**src/rtl/prefetch_pkg.sv**
```systemverilog
// Shared types and constants for the instruction prefetch front end.
package prefetch_pkg;

    typedef enum logic [1:0] {
        FETCH   = 2'd0,
        WAIT    = 2'd1,
        DISCARD = 2'd2
    } fetch_state_t;

    localparam int PC_STEP = 4;

endpackage

```
**src/rtl/prefetch_fifo.sv**
```systemverilog
// Synchronous FIFO holding {pc, instr} pairs; flush empties it in one cycle.
module prefetch_fifo
    import prefetch_pkg::*;
#(
    parameter int WIDTH = 64,
    parameter int DEPTH = 4
) (
    input  logic                         clk,
    input  logic                         reset,
    input  logic                         push,
    input  logic                         pop,
    input  logic                         flush,
    input  logic [WIDTH-1:0]             push_data,
    output logic [WIDTH-1:0]             head,
    output logic                         head_valid,
    output logic [$clog2(DEPTH+1)-1:0]   count
);

    localparam int PW = $clog2(DEPTH);
    localparam int CW = $clog2(DEPTH+1);
    localparam logic [CW-1:0] FULL = CW'(DEPTH);

    logic [WIDTH-1:0] mem_r [DEPTH];
    logic [PW-1:0]    rd_ptr_r;
    logic [PW-1:0]    wr_ptr_r;
    logic [CW-1:0]    count_r;
    logic             push_s;
    logic             pop_s;

    // Qualify requests: flush wins, never overfill or underflow.
    always_comb begin
        push_s = push && !flush && (count_r != FULL);
        pop_s  = pop && !flush && (count_r != {CW{1'b0}});
    end

    // Pointer and occupancy bookkeeping.
    always_ff @(posedge clk) begin
        if (reset || flush) begin
            rd_ptr_r <= {PW{1'b0}};
            wr_ptr_r <= {PW{1'b0}};
            count_r  <= {CW{1'b0}};
        end else begin
            if (push_s) begin
                wr_ptr_r <= wr_ptr_r + PW'(1);
            end else begin
                wr_ptr_r <= wr_ptr_r;
            end
            if (pop_s) begin
                rd_ptr_r <= rd_ptr_r + PW'(1);
            end else begin
                rd_ptr_r <= rd_ptr_r;
            end
            case ({push_s, pop_s})
                2'b10:   count_r <= count_r + CW'(1);
                2'b01:   count_r <= count_r - CW'(1);
                default: count_r <= count_r;
            endcase
        end
    end

    // Entry storage; contents are only observed through the valid-gated head.
    always_ff @(posedge clk) begin
        if (push_s) begin
            mem_r[wr_ptr_r] <= push_data;
        end
    end

    // Head presentation, forced to zero when empty.
    always_comb begin
        head_valid = (count_r != {CW{1'b0}});
        count      = count_r;
        if (head_valid) begin
            head = mem_r[rd_ptr_r];
        end else begin
            head = {WIDTH{1'b0}};
        end
    end

endmodule

```
**src/rtl/prefetch_unit.sv**
```systemverilog
// Instruction fetch front end: req/ack memory port, prefetch queue and
// redirect handling that discards any stale in-flight response.
module prefetch_unit
    import prefetch_pkg::*;
#(
    parameter int             bus      = 32,
    parameter int             DEPTH    = 4,
    parameter logic [bus-1:0] RESET_PC = 32'd0
) (
    input  logic           clk,
    input  logic           reset,
    output logic           imem_req,
    output logic [bus-1:0] imem_addr,
    input  logic           imem_ack,
    input  logic [bus-1:0] imem_rdata,
    output logic           instr_valid,
    output logic [bus-1:0] instr,
    output logic [bus-1:0] instr_pc,
    input  logic           instr_ready,
    input  logic           redirect,
    input  logic [bus-1:0] redirect_pc
);

    localparam int CW = $clog2(DEPTH+1);
    localparam logic [CW-1:0] FULL = CW'(DEPTH);

    fetch_state_t     state_r;
    fetch_state_t     next_state_s;
    logic [bus-1:0]   fetch_pc_r;
    logic [bus-1:0]   stale_addr_r;
    logic [CW-1:0]    count_s;
    logic [2*bus-1:0] head_s;
    logic             head_valid_s;
    logic             req_s;
    logic [bus-1:0]   addr_s;
    logic             ack_s;
    logic             push_s;
    logic             pop_s;

    // Request/address depend only on state, count and registered addresses.
    always_comb begin
        if (reset) begin
            req_s = 1'b0;
        end else if (state_r == FETCH) begin
            req_s = (count_s < FULL);
        end else begin
            req_s = 1'b1;
        end
        if (state_r == DISCARD) begin
            addr_s = stale_addr_r;
        end else begin
            addr_s = fetch_pc_r;
        end
        ack_s  = req_s && imem_ack;
        push_s = ack_s && (state_r != DISCARD) && !redirect;
        pop_s  = head_valid_s && instr_ready && !redirect;
    end

    // Next-state selection; a redirect with an unanswered request must eat the stale ack.
    always_comb begin
        next_state_s = state_r;
        if (redirect) begin
            if (req_s && !ack_s) begin
                next_state_s = DISCARD;
            end else begin
                next_state_s = FETCH;
            end
        end else begin
            case (state_r)
                FETCH: begin
                    if (req_s && !ack_s) begin
                        next_state_s = WAIT;
                    end else begin
                        next_state_s = FETCH;
                    end
                end
                WAIT: begin
                    if (ack_s) begin
                        next_state_s = FETCH;
                    end else begin
                        next_state_s = WAIT;
                    end
                end
                DISCARD: begin
                    if (ack_s) begin
                        next_state_s = FETCH;
                    end else begin
                        next_state_s = DISCARD;
                    end
                end
                default: next_state_s = FETCH;
            endcase
        end
    end

    // FSM, fetch address and the address still owed an ack after a redirect.
    always_ff @(posedge clk) begin
        if (reset) begin
            state_r      <= FETCH;
            fetch_pc_r   <= RESET_PC;
            stale_addr_r <= RESET_PC;
        end else begin
            state_r <= next_state_s;
            if (redirect) begin
                fetch_pc_r <= {redirect_pc[bus-1:2], 2'b00};
            end else if (push_s) begin
                fetch_pc_r <= fetch_pc_r + bus'(PC_STEP);
            end else begin
                fetch_pc_r <= fetch_pc_r;
            end
            if (state_r != DISCARD) begin
                stale_addr_r <= addr_s;
            end else begin
                stale_addr_r <= stale_addr_r;
            end
        end
    end

    prefetch_fifo #(
        .WIDTH (2*bus),
        .DEPTH (DEPTH)
    ) u_fifo (
        .clk        (clk),
        .reset      (reset),
        .push       (push_s),
        .pop        (pop_s),
        .flush      (redirect),
        .push_data  ({fetch_pc_r, imem_rdata}),
        .head       (head_s),
        .head_valid (head_valid_s),
        .count      (count_s)
    );

    // Port drive.
    always_comb begin
        imem_req    = req_s;
        imem_addr   = addr_s;
        instr_valid = head_valid_s;
        instr       = head_s[bus-1:0];
        instr_pc    = head_s[2*bus-1:bus];
    end

endmodule

```
**config.mk**
```make
export PLATFORM = sky130hd
export DESIGN_NAME = prefetch_unit
export DESIGN_NICKNAME = d
export VERILOG_FILES = /design/src/rtl/prefetch_pkg.sv /design/src/rtl/prefetch_fifo.sv /design/src/rtl/prefetch_unit.sv
export SDC_FILE = /design/constraint.sdc
export NUM_CORES = 1
export LEC_CHECK = 0
export ABC_AREA = 1
export CAP_MARGIN = 5
export CORE_ASPECT_RATIO = 2
export CORE_UTILIZATION = 40
export DETAILED_ROUTE_END_ITERATION = 8
export GPL_ROUTABILITY_DRIVEN = 0
export PLACE_DENSITY_LB_ADDON = 0.3
export SLEW_MARGIN = 10
export SYNTH_ARGS = -nofsm -noshare
export SYNTH_HDL_FRONTEND = slang
export SYNTH_SLANG_ARGS = --single-unit
```
**constraint.sdc**
```tcl
create_clock -name clk -period 6.4 [get_ports clk]
set_input_delay 1.28 -clock clk [delete_from_list [all_inputs] [get_ports clk]]
set_output_delay 1.28 -clock clk [all_outputs]
set_load 0.005 [all_outputs]
```
# Word level (Yosys, flattened, before mapping)
# Memory sizes are Yosys's and may differ from the RTL's. A register that Yosys moved wholly into a read port is not among the register bits.
# Cells that the tools add are included.
# totals
n_memories,1
wordCells,55
latch_bits,0
register_bits,73
mem_bits_rw,256
mem_bits_ro,0
# mem_list
name,words,word_bits,rd,rd_clocked_by_memory_dff,write_ports,line,rtl
u_fifo.mem_r,4,64,1,1,1,prefetch_fifo.sv:23,logic [WIDTH-1:0] mem_r [DEPTH];
# classes
n_shift,0
muxes,17
n_eq_ne,6
n_mul,0
n_lt_le_gt_ge,1
n_reduce_logical,18
bitwise_logic,0
div_mod_pow,0
n_addsub,5
# ops
op,count
$mux 32,3
$mux 64,1
$add 32x3->32 const B,1
$logic_and 1x1->1,10
$mux 2,5
$mux 1,6
$pmux 2 s3,1
$pmux 3 s2,1
$add 2x1->2 const B,2
$eq 2x1->1 const B,2
$eq 2x2->1 const B,2
$reduce_bool 2->1,2
$add 3x1->3 const B,1
$lt 3x3->1 const B,1
$ne 3x3->1 const B,1
$reduce_bool 3->1,1
$sub 3x1->3 const B,1
$logic_not 1->1,2
$logic_not 2->1,1
$ne 2x2->1 const B,1
$reduce_or 2->1,1
$logic_or 1x1->1,1

# Logic depth before layout (Yosys ltp)
# depth
ltp_word,10
ltp_mapped,12

# By module
# Synthesis repeated with hierarchy kept, for this count alone.
# unflattened
hier_cells,1358
hier_area_um2,13889.6
# modules_own_cells
module,cells_each,area_per_inst_um2,instances,seq_area_each_um2
prefetch_fifo,828,10417.5,1,7867.5
prefetch_unit,530,3472.1,1,1281.2

# Least setup slack after synthesis
# No wires, ideal clock.
# synth_timing
path_type,input -> register
startpoint,input port reset
endpoint,"memory u_fifo.mem_r[0][0], enable pin"
stages,6
path_buffers,1
arrival_time_ps,4561
slack_ps,1357
path_cell_list,buf_6 inv_2 nand4_4 nor2_8 nand2_1 nor2_1
# synth_between
elab_chain_cells,8
# synth_rtl
element,line,rtl
from (decl),prefetch_unit.sv:11,"input logic reset,"
$mux 1,prefetch_unit.sv:42,if (reset) begin
$logic_and 1x1->1,prefetch_unit.sv:54,ack_s = req_s && imem_ack;
$logic_and 1x1->1 (2 in series),prefetch_unit.sv:55,push_s = ack_s && (state_r != DISCARD) && !redirect;
$logic_and 1x1->1 (2 in series),prefetch_fifo.sv:32,push_s = push && !flush && (count_r != FULL);
$mux 1,prefetch_fifo.sv:63,if (push_s) begin
$mux 1 (implied by the code),prefetch_fifo.sv:64,mem_r[wr_ptr_r] <= push_data;
to (decl),prefetch_fifo.sv:23,
# No other way between the ends.

==> impl_metrics.py <==
metrics = {
    "status": {
        "status": "complete, no violations",
    },
    "cts": {
        "cts_tree": "done",
        "numCtsBuffers": 27,
        "htree_levels": 1,
        "clock_sinks": 321,
        "clk_root_buffer_cell": "clkbuf_16",
        "ctsResizeCount": 0,
        "cts_hold_buf": 0,
        "cts_buffer_depth": 3,
        "clk_pin_slew_ns": 0.07,
        "clock_latency_ns": 0.55,
        "post_cts_buffers": 0,
    },
    "synthesis": {
        "synth_seq_area_share": 0.652,
        "ys_ff_latch": 321,
        "yosys_warnings": 0,
        "async_flop_share": 0,
        "syn_area_per_cell_um2": 9.84,
        "ys_types": 38,
        "synthFlopType": "edfxtp_1",
        "synth-edff-count": 248,
        "synth_area_mm2": 0.0137,
        "netlist_instances": 1389,
    },
    "layout": {
        "finalCoreUtilization": 0.493,
        "final_common_cell": "nor2_1",
        "drive_gt1_frac": 0.0654,
        "antenna_cells": 0,
        "areaGrowthSynthToFinish_pct": 21.5,
        "finalNonFillerCells": 1981,
        "n_fill_cell": 3056,
        "final_cell_mix": "nor2_1 (338), edfxtp_1 (248), nand2_1 (184)",
        "nets": 1602,
    },
    "grt": {
        "grt_pass1_wl_um": 52100,
        "overflow": 0,
        "grt_util_met3": 0.0204,
        "grt_usage": 0.195,
        "grtUsageMet1": 0.196,
        "grt_pass1_vias": 9868,
        "grt_max_degree": 82,
        "antenna_found_initial": 0,
        "busiest_layer": "met2",
        "met2_usage": 0.384,
    },
    "routing": {
        "vias": 9972,
        "post_drt_wl_per_cell_um": 17.2,
        "totalWireLength_um": 34100,
        "drc": 0,
        "vias_per_cell": 5.03,
        "dr.first_iter.drc_count": 539,
        "ant_nets": 0,
        "drt_pass1_iterations": 5,
    },
    "run": {
        "cap_violations": 0,
    },
    "timing": {
        "fin_skew_ns": 0.0121,
        "slew_headroom": 0.337,
        "slew_viol_final": 0,
        "rsz0062_at_grt": "no",
        "worst_hold_slack_ns": 0.446,
        "max_freq_mhz": 196,
        "min_period_over_period": 0.795,
        "setup_tns_ns": 0,
        "finalSetupViolations": 0,
        "min_period_ns": 5.09,
        "finalHoldViolCount": 0,
        "worst_pin_slew_ns": 0.995,
    },
    "power_and_ir_drop": {
        "cellPowerDensity_mw_per_mm2": 263,
        "p_leak_nw": 6.06,
        "vdd_drop_max_mv": 0.216,
    },
    "worst_setup_path": {
        "critPathSlowestCell": "clkinv_2",
        "worstPathCellList": "clkinv_2 > buf_4 > o21ai_0 > a21oi_1 > clkdlybuf4s50_1",
        "max_stage_delay_ns": 0.96,
        "path_delay_family": "buffers and inverters",
        "cp-end-kind": "output pin",
        "path_buf_inv": 3,
        "cp.required_ns": 5.12,
        "arrival_ns": 3.81,
        "critical_path_class": "reg2out",
        "path_max_fanout": 81,
        "critPathLaunchType": "flop",
    },
    "die": {
        "initial_utilization": 0.406,
        "die_x_um": 133,
        "design.core.area_mm2": 0.0336,
        "dieArea_mm2": 0.0349,
        "pin_count": 167,
        "die_h_um": 263,
        "fp-row-count": 95,
    },
    "placed_design": {
        "place_hpwl_um": 21600,
        "dp.cells": 1933,
        "io_buffers": 162,
    },
    "hold_path": {
        "hold_class": "reg2reg",
    },
}
[state kept, by name, indices dropped and copies added, names as in the netlist, named ones only]
register and cells:
u_fifo.mem_r 248, stale_addr_r 32, u_fifo.rd_ptr_r 2, u_fifo.wr_ptr_r 2, state_r 2, fetch_pc_r 30, u_fifo.count 3
[synth_stat cells (3+ instances only)]
cell type | n | area share
nand2_2 | 7 | 0.0032
a21oi_1 | 90 | 0.033
inv_1 | 97 | 0.027
inv_2 | 8 | 0.0022
nor2_2 | 4 | 0.0018
clkbuf_1 | 45 | 0.012
o21ai_1 | 10 | 0.0037
nand3_2 | 3 | 0.0022
nor2_4 | 6 | 0.0049
ha_1 | 6 | 0.0055
nand2_1 | 184 | 0.051
nand3_1 | 40 | 0.015
dfxtp_1 | 73 | 0.11
or2_2 | 3 | 0.0014
xor2_1 | 3 | 0.0019
edfxtp_1 | 248 | 0.55
o21ai_0 | 173 | 0.063
buf_4 | 6 | 0.0033
a211oi_1 | 4 | 0.0022
buf_2 | 16 | 0.0059
nor2_1 | 342 | 0.094
[stage by stage]
stage          area (um^2)  setup slack [ns]  total power [W]
5_1_grt              16600             0.968          0.00451
3_3_place_gp         15700              1.81          0.00266
4_1_cts              16600              1.35          0.00440
6_report             16600              1.31          0.00436
3_5_place_dp         15700              1.79          0.00266
2_1_floorplan        13700              1.36          0.00250
[final cells by class]
| cell class | instances | area [um^2] | share of cell area |
|---|---|---|---|
| clock buffer | 31 | 701 | 0.0422 |
| clock inverter | 17 | 236 | 0.0142 |
| inverter | 106 | 399 | 0.0240 |
| multi-input combinational | 892 | 4070 | 0.245 |
| sequential | 321 | 8910 | 0.537 |
| tap | 436 | 546 | 0.0329 |
| timing repair buffer | 178 | 1740 | 0.105 |
[final timing paths]
check	from	end	slack, ns	depth (start not counted)
worst max-delay path	flop	instr[9]	1.31	5
worst min-delay path	stale_addr_r[1]	stale_addr_r[1]	0.45	2
worst max register to register	state_r[0]	u_fifo.mem_r[3][25]	2.80	7
worst min register to register	stale_addr_r[1]	stale_addr_r[1]	0.45	2
[tightest hold or removal path: stages (launching register included)]
cell     delay (ns)
dfxtp_1        0.30
inv_1          0.06
nor3_1         0.05
[routing by layer]
metal	routed length, um	up-vias
li1	-	4906
met1	12500	4739
met2	18900	250
met3	1240	77
met4	1520	0
met5	0	-
[logic make-up (layout without fill, tap and decap cells)]
group                      after synthesis  in the layout  share of synthesized area
AOI/OAI and AO/OA                      281            281                      0.104
buffers and inverters                  177            332                     0.0535
and+or+nand+nor                        598            598                      0.180
DFF                                    321            321                      0.652
xor gates and xnor gates                 4              4                    0.00256
adders and majority gates                7              7                    0.00696
other                                    1              2                   0.000274
[where the power goes]
group / internal, W / leakage, nW / total [W] / switching [W]
combinational: 0.000138 / 2.73 / 0.000293 / 0.000155
clock: 0.00102 / 0.460 / 0.00174 / 0.000717
sequential: 0.00229 / 2.87 / 0.00232 / 0.0000388
No activity file was read; power rests on OpenSTA's default activity.
